$ cat src/rtl/oric_sdram_pkg.sv
// rtl/oric_sdram_pkg.sv - shared types and helpers for the Oric SDRAM port scheduler
package oric_sdram_pkg;

    typedef enum logic [1:0] {
        S_IDLE     = 2'd0,
        S_CPU_WAIT = 2'd1,
        S_LD_WAIT  = 2'd2
    } sched_state_t;

    // Reads fetch the whole word; the byte is picked on return.
    localparam logic [1:0] DS_RD = 2'b11;

    // Write byte enables: odd address -> upper byte lane.
    function automatic logic [1:0] ds_wr(input logic a0);
        return {a0, ~a0};
    endfunction

endpackage

$ cat src/rtl/oric_cpu_evt_det.sv
// rtl/oric_cpu_evt_det.sv - CPU bus access event detector with one-deep pending latch
module oric_cpu_evt_det (
    input  logic        clk_72,
    input  logic        reset,
    input  logic        cpu_cs,
    input  logic        cpu_oe,
    input  logic        cpu_we,
    input  logic [15:0] cpu_ad,
    input  logic [7:0]  cpu_d,
    input  logic        take,
    output logic        pend,
    output logic [15:0] pend_ad,
    output logic [7:0]  pend_d,
    output logic        pend_we
);

    logic        prev_rd;
    logic        prev_wr;
    logic [15:0] prev_ad;
    logic        cur_rd;
    logic        cur_wr;
    logic        rise_wr;
    logic        evt;

    assign cur_rd  = cpu_cs & cpu_oe;
    assign cur_wr  = cpu_cs & cpu_we;
    assign rise_wr = cur_wr & ~prev_wr;
    assign evt     = (cur_rd & ~prev_rd) | rise_wr | (cur_rd & (cpu_ad != prev_ad));

    // Previous-cycle bus snapshot; keeps tracking during reset so strobes held across it do not fire on release.
    always_ff @(posedge clk_72) begin
        prev_rd <= cur_rd;
        prev_wr <= cur_wr;
        prev_ad <= cpu_ad;
    end

    // Pending access latch; latest event wins, and an event beats a take in the same cycle.
    always_ff @(posedge clk_72) begin
        if (reset) begin
            pend    <= 1'b0;
            pend_ad <= 16'h0000;
            pend_d  <= 8'h00;
            pend_we <= 1'b0;
        end else if (evt) begin
            pend    <= 1'b1;
            pend_ad <= cpu_ad;
            pend_d  <= cpu_d;
            pend_we <= rise_wr;
        end else if (take) begin
            pend    <= 1'b0;
        end
    end

endmodule

$ cat src/rtl/oric_sdram_sched.sv
// rtl/oric_sdram_sched.sv - CPU/loader arbiter onto one toggle-handshake SDRAM port (optional SDRAM_SCHED_STATS_EN counters)
module oric_sdram_sched
    import oric_sdram_pkg::*;
#(
    parameter int AW      = 25,
    parameter int TIMEOUT = 255
) (
    input  logic          clk_72,
    input  logic          reset,
    input  logic          cpu_cs,
    input  logic          cpu_oe,
    input  logic          cpu_we,
    input  logic [15:0]   cpu_ad,
    input  logic [7:0]    cpu_d,
    output logic [7:0]    cpu_q,
    input  logic          ld_valid,
    output logic          ld_ready,
    input  logic          ld_we,
    input  logic [AW-1:0] ld_addr,
    input  logic [7:0]    ld_d,
    output logic [7:0]    ld_q,
    output logic          ld_done,
    output logic          sd_req,
    input  logic          sd_ack,
    output logic [AW-1:0] sd_a,
    output logic [1:0]    sd_ds,
    output logic          sd_we,
    output logic [15:0]   sd_d,
    input  logic [15:0]   sd_q,
    output logic          busy,
    output logic          timeout_err
`ifdef SDRAM_SCHED_STATS_EN
    ,
    output logic [15:0]   cpu_cnt,
    output logic [15:0]   ld_cnt
`endif
);

    localparam logic [7:0] TO_LAST = 8'(TIMEOUT - 1);

    sched_state_t state;
    sched_state_t state_nxt;
    logic         issue_cpu;
    logic         issue_ld;
    logic         fin;
    logic         tmo;
    logic         ack_match;
    logic [7:0]   to_cnt;
    logic [7:0]   rd_byte;
    logic         pend;
    logic         pend_we;
    logic [15:0]  pend_ad;
    logic [7:0]   pend_d;

    oric_cpu_evt_det u_evt (
        .clk_72  (clk_72),
        .reset   (reset),
        .cpu_cs  (cpu_cs),
        .cpu_oe  (cpu_oe),
        .cpu_we  (cpu_we),
        .cpu_ad  (cpu_ad),
        .cpu_d   (cpu_d),
        .take    (issue_cpu),
        .pend    (pend),
        .pend_ad (pend_ad),
        .pend_d  (pend_d),
        .pend_we (pend_we)
    );

    assign ack_match = (sd_ack == sd_req);
    assign rd_byte   = sd_a[0] ? sd_q[15:8] : sd_q[7:0];
    assign busy      = (state != S_IDLE);

    // Arbitration and completion decode; CPU always beats the loader in IDLE.
    always_comb begin
        state_nxt = state;
        issue_cpu = 1'b0;
        issue_ld  = 1'b0;
        fin       = 1'b0;
        tmo       = 1'b0;
        case (state)
            S_IDLE: begin
                if (pend) begin
                    issue_cpu = 1'b1;
                    state_nxt = S_CPU_WAIT;
                end else if (ld_valid) begin
                    issue_ld  = 1'b1;
                    state_nxt = S_LD_WAIT;
                end
            end
            S_CPU_WAIT, S_LD_WAIT: begin
                if (ack_match) begin
                    fin       = 1'b1;
                    state_nxt = S_IDLE;
                end else if (to_cnt == TO_LAST) begin
                    tmo       = 1'b1;
                    state_nxt = S_IDLE;
                end
            end
            default: state_nxt = S_IDLE;
        endcase
    end

    // State register.
    always_ff @(posedge clk_72) begin
        if (reset) state <= S_IDLE;
        else       state <= state_nxt;
    end

    // Request issue, ack timeout, read-data capture and handshake pulses.
    always_ff @(posedge clk_72) begin
        if (reset) begin
            sd_req      <= sd_ack;
            sd_a        <= '0;
            sd_ds       <= DS_RD;
            sd_we       <= 1'b0;
            sd_d        <= 16'h0000;
            cpu_q       <= 8'h00;
            ld_q        <= 8'h00;
            ld_ready    <= 1'b0;
            ld_done     <= 1'b0;
            timeout_err <= 1'b0;
            to_cnt      <= 8'h00;
        end else begin
            ld_ready <= issue_ld;
            ld_done  <= (state == S_LD_WAIT) && (fin || tmo);
            if (issue_cpu) begin
                sd_req <= ~sd_req;
                sd_a   <= {{(AW-16){1'b0}}, pend_ad};
                sd_ds  <= pend_we ? ds_wr(pend_ad[0]) : DS_RD;
                sd_we  <= pend_we;
                sd_d   <= {pend_d, pend_d};
                to_cnt <= 8'h00;
            end else if (issue_ld) begin
                sd_req <= ~sd_req;
                sd_a   <= ld_addr;
                sd_ds  <= ld_we ? ds_wr(ld_addr[0]) : DS_RD;
                sd_we  <= ld_we;
                sd_d   <= {ld_d, ld_d};
                to_cnt <= 8'h00;
            end else if (busy && !fin && !tmo) begin
                to_cnt <= to_cnt + 8'h01;
            end
            if (tmo) begin
                timeout_err <= 1'b1;
                sd_req      <= sd_ack;
            end
            if (fin && !sd_we) begin
                if (state == S_CPU_WAIT) cpu_q <= rd_byte;
                else                     ld_q  <= rd_byte;
            end
        end
    end

`ifdef SDRAM_SCHED_STATS_EN
    // Completed-access counters, free-running with wrap.
    always_ff @(posedge clk_72) begin
        if (reset) begin
            cpu_cnt <= 16'h0000;
            ld_cnt  <= 16'h0000;
        end else if (fin) begin
            if (state == S_CPU_WAIT) cpu_cnt <= cpu_cnt + 16'h0001;
            else                     ld_cnt  <= ld_cnt + 16'h0001;
        end
    end
`endif

endmodule
$ cat config.mk
export PLATFORM = sky130hd
export DESIGN_NAME = oric_sdram_sched
export DESIGN_NICKNAME = d
export VERILOG_FILES = /design/src/rtl/oric_sdram_pkg.sv /design/src/rtl/oric_cpu_evt_det.sv /design/src/rtl/oric_sdram_sched.sv
export SDC_FILE = /design/constraint.sdc
export NUM_CORES = 1
export LEC_CHECK = 0
export CORE_UTILIZATION = 50
export CTS_BUF_LIST = sky130_fd_sc_hd__clkbuf_16
export DETAILED_ROUTE_END_ITERATION = 6
export GPL_TIMING_DRIVEN = 0
export PLACE_DENSITY = 0.8
export SKIP_LAST_GASP = 1
export SYNTH_ARGS = -nofsm -noshare
export SYNTH_HDL_FRONTEND = slang
export SYNTH_SLANG_ARGS = --single-unit
$ cat constraint.sdc
create_clock -name clk_72 -period 3.2 [get_ports clk_72]
set_clock_uncertainty 0.15 [all_clocks]
set_input_delay 0.64 -clock clk_72 [delete_from_list [all_inputs] [get_ports clk_72]]
set_output_delay 0.64 -clock clk_72 [all_outputs]
set_load 0.005 [all_outputs]
### After elaboration in Yosys (flattened, before gate mapping)

Cells that the tools add are included.

* bits in registers: 118
* bits of input ports: 81
* output and inout port bits: 65

* $add $sub $neg: 1
* eq/ne operators: 7
* mux-type cells: 32
* bitwise gates (word level): 13
* reductions and logical operators: 19

Operators with widths (count)
* 2-to-1 mux 16 bit: 4
* 2-to-1 mux 1 bit: 18
* 2-to-1 mux 2 bit: 8
* inequality test 16 bit: 1
* adder 8 x 1 -> 8 bit, second input constant: 1
* equality test 8 bit, second input constant: 1
* 2-to-1 mux 8 bit: 1
* NOT 1 bit: 6
* AND reduction 2 bit: 3
* nonzero test 2 bit: 3
* bitwise AND 1 bit: 5
* logical AND 1 bit: 4
* one-hot mux 2 bit (2 select lines): 1
* nonzero test 4 bit: 1
* OR reduction 2 bit: 2
* logical NOT 1 bit: 3
* inequality test 3 x 2 -> 1 bit, second input constant: 1
* inequality test 3 bit, second input constant: 1
* OR reduction 3 bit: 1
* equality test 2 x 1 -> 1 bit, second input constant: 1
* equality test 2 bit, second input constant: 1
* logical NOT 2 bit: 1
* bitwise OR 1 bit: 2
* equality test 1 bit: 1
* logical OR 1 bit: 1

### Depth between registers and ports, before layout

* depth in word-level cells: 7
* depth in mapped cells: 9
* depth with buffers taken out: 7

### Cells and area by module

Synthesis repeated with hierarchy kept, for this count alone.

* cell total of the unflattened synthesis: 564
* area total of the unflattened synthesis: 5049.8 um2

By module, submodules not included
* oric_sdram_sched: times used 1, cells each 341, area each 2909.0 um2, seq. area each 1331.3 um2
* oric_cpu_evt_det: times used 1, cells each 223, area each 2140.8 um2, seq. area each 880.8 um2

### Worst setup path after synthesis

No wires, ideal clock.

* kind: input to register
* from: in cpu_cs
* to: reg u_evt.pend_ad[0]
* setup time: 0.122 ns
* arrival: 2.051 ns
* data required time: 2.928 ns
* setup slack: 0.877 ns
* stages on the path: 7
* path through: and3b_4 > or4_4 > or2_1 > buf_6 > buf_6 > a32oi_1 > nand3_1

* word-level cells in the longest chain between the ends: 4

RTL lines
* from (decl): line oric_sdram_sched.sv:10 `input logic cpu_cs,`
* bitwise AND 1 bit, on equally long branches: line oric_cpu_evt_det.sv:25, oric_cpu_evt_det.sv:26
* bitwise AND 1 bit, on equally long branches: line oric_cpu_evt_det.sv:28, oric_cpu_evt_det.sv:27
* bitwise OR 1 bit: line oric_cpu_evt_det.sv:28 `assign evt = (cur_rd & ~prev_rd) | rise_wr | (cur_rd & (cpu_ad != prev_ad));`
* bitwise OR 1 bit *: line oric_cpu_evt_det.sv:28
* to (signal assigned): line oric_cpu_evt_det.sv:46 `pend_ad <= cpu_ad;`
* to (decl): line oric_cpu_evt_det.sv:12 `output logic [15:0] pend_ad,`

Every way passes the cells marked *; elsewhere a longest branch is shown, timed or not.
A chain may end at the register's enable or synchronous reset.

### Worst setup path in the final report

* from: in cpu_cs
* to: reg u_evt.pend_ad[6]

Same word-level chain as after synthesis.

==> results.md <==
* Via count at just under 5k
* Yosys warns at 0
* Worst R2R Start: state[1]
* Final Max Slew Viols at 0
* RSZ-0062 raised after global routing: false
* CP arrival at roughly 2.7 ns
* Footprint of the multi-input gates at ~2400 um2
* Synth Area in Compound Gates at 0.148
* DR pass1 iterations at 6
* Bufs on Longest Clock Path at 2
* Flops & latches, synth at 110
* Worst-path clk slew at approximately 0.07 ns
* Mapped Cells at ~560
* Clk sinks at 110
* Antenna Cells at 0
* Most common cell after layout, fill and taps aside: clkdlybuf4s50_1
* Commonest non-fill, non-tap cells in the layout: clkdlybuf4s50_1 (144), dfxtp_1 (109), nand2_1 (77), nor2_1 (55), clkbuf_1 (38)
* Syn_nets at between 600 and 700
* Std cell rows at 35
* Worst Setup Path Type: primary input to flop
* Fillers at 740
* Cell repeated most along the worst path: buf_6
* Worst-path maximum fanout at 10
* Total area of sequential cells at about 2200 um2
* Post-DP HPWL at 10500 um
* Mapped Area at 4890 um2
* Final wirelength at 14300 um
* Sequential share of the synthesized area at 0.453
* DRC at 0
* Post-CTS setup buffer count at 0
* Port Buf Inserts at approximately 140
* Die height at 101 um
* Pleak at 2.39 nW
* Final period utilization at 0.830
* Setup crit end kind: flop
* Status: finished, final reports clean
* Grt total ovfl at 0
* R2R setup slack at 0.62 ns
* Mux share of post-synthesis cell area at 0.0164
* HP Start: timeout_err
* Cell variety after synth at slightly above 40
* Setup TNS at 0 ns
* Hold endpoint: timeout_err
* Power Density at roughly 500 nW/um2
* Largest family of logic cells by synthesized area: simple AND/OR/NAND/NOR gates
* Initial antenna violation count at 0
* Tmin final at ~2.7 ns
* Largest net degree at the start of global routing at 19
* Min-delay worst type: flop to flop
* Crit path max-delay cell type: or4_4
* Via density at a little under 6
* Crit path launch type: primary input
* Worst vdd ir at 0.341 mV
* Starting Density at 0.521
* Tot GR Track Use at 0.285
* Dominant synthesized flop cell: dfxtp_1
* First-pass GRT wire length at about 23000 um
* Hold Buf Count CTS at 0
* Max-cap violations at 0
* Power Total at 0.00346 W
* Routability cong. at around 0.85
* Clock latency on the worst-skew pair at between 0.3 and 0.4 ns
* Wire length per cell at approximately 17 um
* CP Data Required Time at roughly 3.3 ns
* Clock Tree Root: clkbuf_16
* Worst reg-to-reg path cell count at 7
* Worst Hold Depth at 2
* Slew at the pin closest to its max-slew limit at about 0.76 ns
* Resize count post-CTS at 0
* CTS buffer count at 9
* Final #Nets at roughly 800
* Max Clk Rate at around 0.38 GHz
* Simple-gate area share of the yosys netlist at 0.267
* CTS H-Tree Depth at 3
* Number of global-route vias before repair at 4672
* Number of synthesized flops with an enable pin at 1
* Hold Vio Cnt, Final at 0
* XOR/XNOR share of the synthesized area at 0.0430
* Cell chain of the critical path: clkdlybuf4s50_1, and3b_4, or4_4, or2_1, buf_6, buf_6, a32oi_1, nand3_1
* FF-to-FF End: ld_q[7]
* CP peak stage delay at around 0.54 ns
* Layout area overhead at 38.4%
* Chip width at 101 um
* ANT nets after route at 0
* Ratio of cells with drive above 1 in the final layout at 0.0512
* Core area at between 9000 and 10000 um2
* IO Pins at approximately 150
* Final number of setup-violating endpoints at 0
* Worst slew margin at 0.489
* Synth Area in Adders at 0.0128
* Syn_area_per_cell at around 8.7 um2
* Async SR Flop Fraction at 0
* CTS tree: yes
* Die Area at just over 10000 um2
* Initial DRC Count at about 300
==> state kept, by name, indices dropped and copies added (netlist names) <==
name	count
u_evt.pend_we	1
sd_req	1
u_evt.prev_wr	1
u_evt.prev_rd	1
ld_done	1
u_evt.pend_ad	16
u_evt.pend_d	8
ld_ready	1
sd_d	8
ld_q	8
u_evt.prev_ad	16
sd_ds	2
sd_we	1
timeout_err	1
state	2
sd_a	25
to_cnt	8
cpu_q	8
u_evt.pend	1
==> how the worst max path moves through the flow <==
stage / from / endpoint / slack, ns
floorplan: cpu_cs / u_evt.pend_ad[0] / 0.88
global placement: cpu_ad[0] / u_evt.pend / 0.28
detailed placement: cpu_cs / u_evt.pend_d[4] / 0.27
CTS: cpu_cs / u_evt.pend_ad[6] / 0.57
global route: cpu_ad[0] / u_evt.pend / 0.43
finish: cpu_cs / u_evt.pend_ad[6] / 0.54
==> per-layer routing <==
metal | track usage | share of wire
met4 | 0.104 | 0.023
met3 | 0.0617 | 0.092
met2 | 0.460 | 0.46
met1 | 0.376 | 0.43
met5 | 0 | 0
==> cells by family (layout without fill, tap and decap cells) <==
| group | after synthesis | after routing |
|---|---|---|
| xor+xnor | 24 | 24 |
| simple gates | 258 | 258 |
| compound gates | 93 | 93 |
| buf+inv | 64 | 224 |
| mux | 8 | 8 |
| fa+ha+maj | 5 | 5 |
| flops | 110 | 110 |
==> worst max-delay path, delay by kind of cell <==
kind                   cells  cell delay, ns
AOI/OAI and AO/OA          1            0.19
buffers and inverters      3            0.72
and+or+nand+nor            4            1.16
==> report_power, final <==
group	internal (W)	switching [W]	leakage, nW
Clock	0.000532	0.000514	0.134
Combinational	0.000425	0.000385	1.35
Sequential	0.00151	0.0000971	0.910
Total	0.00246	0.000995	2.39
==> final cells by class <==
| cell class | instances | area share |
|---|---|---|
| multi-input combinational | 388 | 0.352 |
| sequential | 110 | 0.327 |
| timing repair buffer | 144 | 0.213 |
| buffer | 52 | 0.0370 |
| clock buffer | 9 | 0.0333 |
| tap | 129 | 0.0239 |
| clock inverter | 7 | 0.00703 |
| inverter | 12 | 0.00666 |
==> cell usage after synthesis, drive strengths merged, types with 2 or more instances <==
library cell  instances  area (um2)
and2                  2        12.5
dfxtp               109        2180
inv                  12        45.0
a21oi                13        65.1
a311oi               25         219
xnor2                17         149
or2                   2        12.5
nor3                  2        10.0
o21ai                 4        20.0
a211oi               22         165
nand2                77         289
nand3                28         140
nor3b                25         188
mux2i                 8        80.1
buf                  14         108
and3                  2        12.5
nand4                31         194
nand2b               26         163
ha                    5        62.6
clkbuf               38         143
a32oi                24         210
nor4                  4        37.5
xor2                  7        61.3
nor2                 56         213
==> per-stage QoR <==
stage	setup slack, ns	hold slack [ns]	cells	util	area, um2
3_3_place_gp	0.277	0.287	835	0.692	6490
6_report	0.544	0.299	851	0.721	6760
2_1_floorplan	0.877	0.292	562	-	4890
3_5_place_dp	0.267	0.294	835	0.692	6490
4_1_cts	0.570	0.305	851	0.721	6760
5_1_grt	0.425	0.323	851	0.721	6760
(Power assumes the default switching activity.)
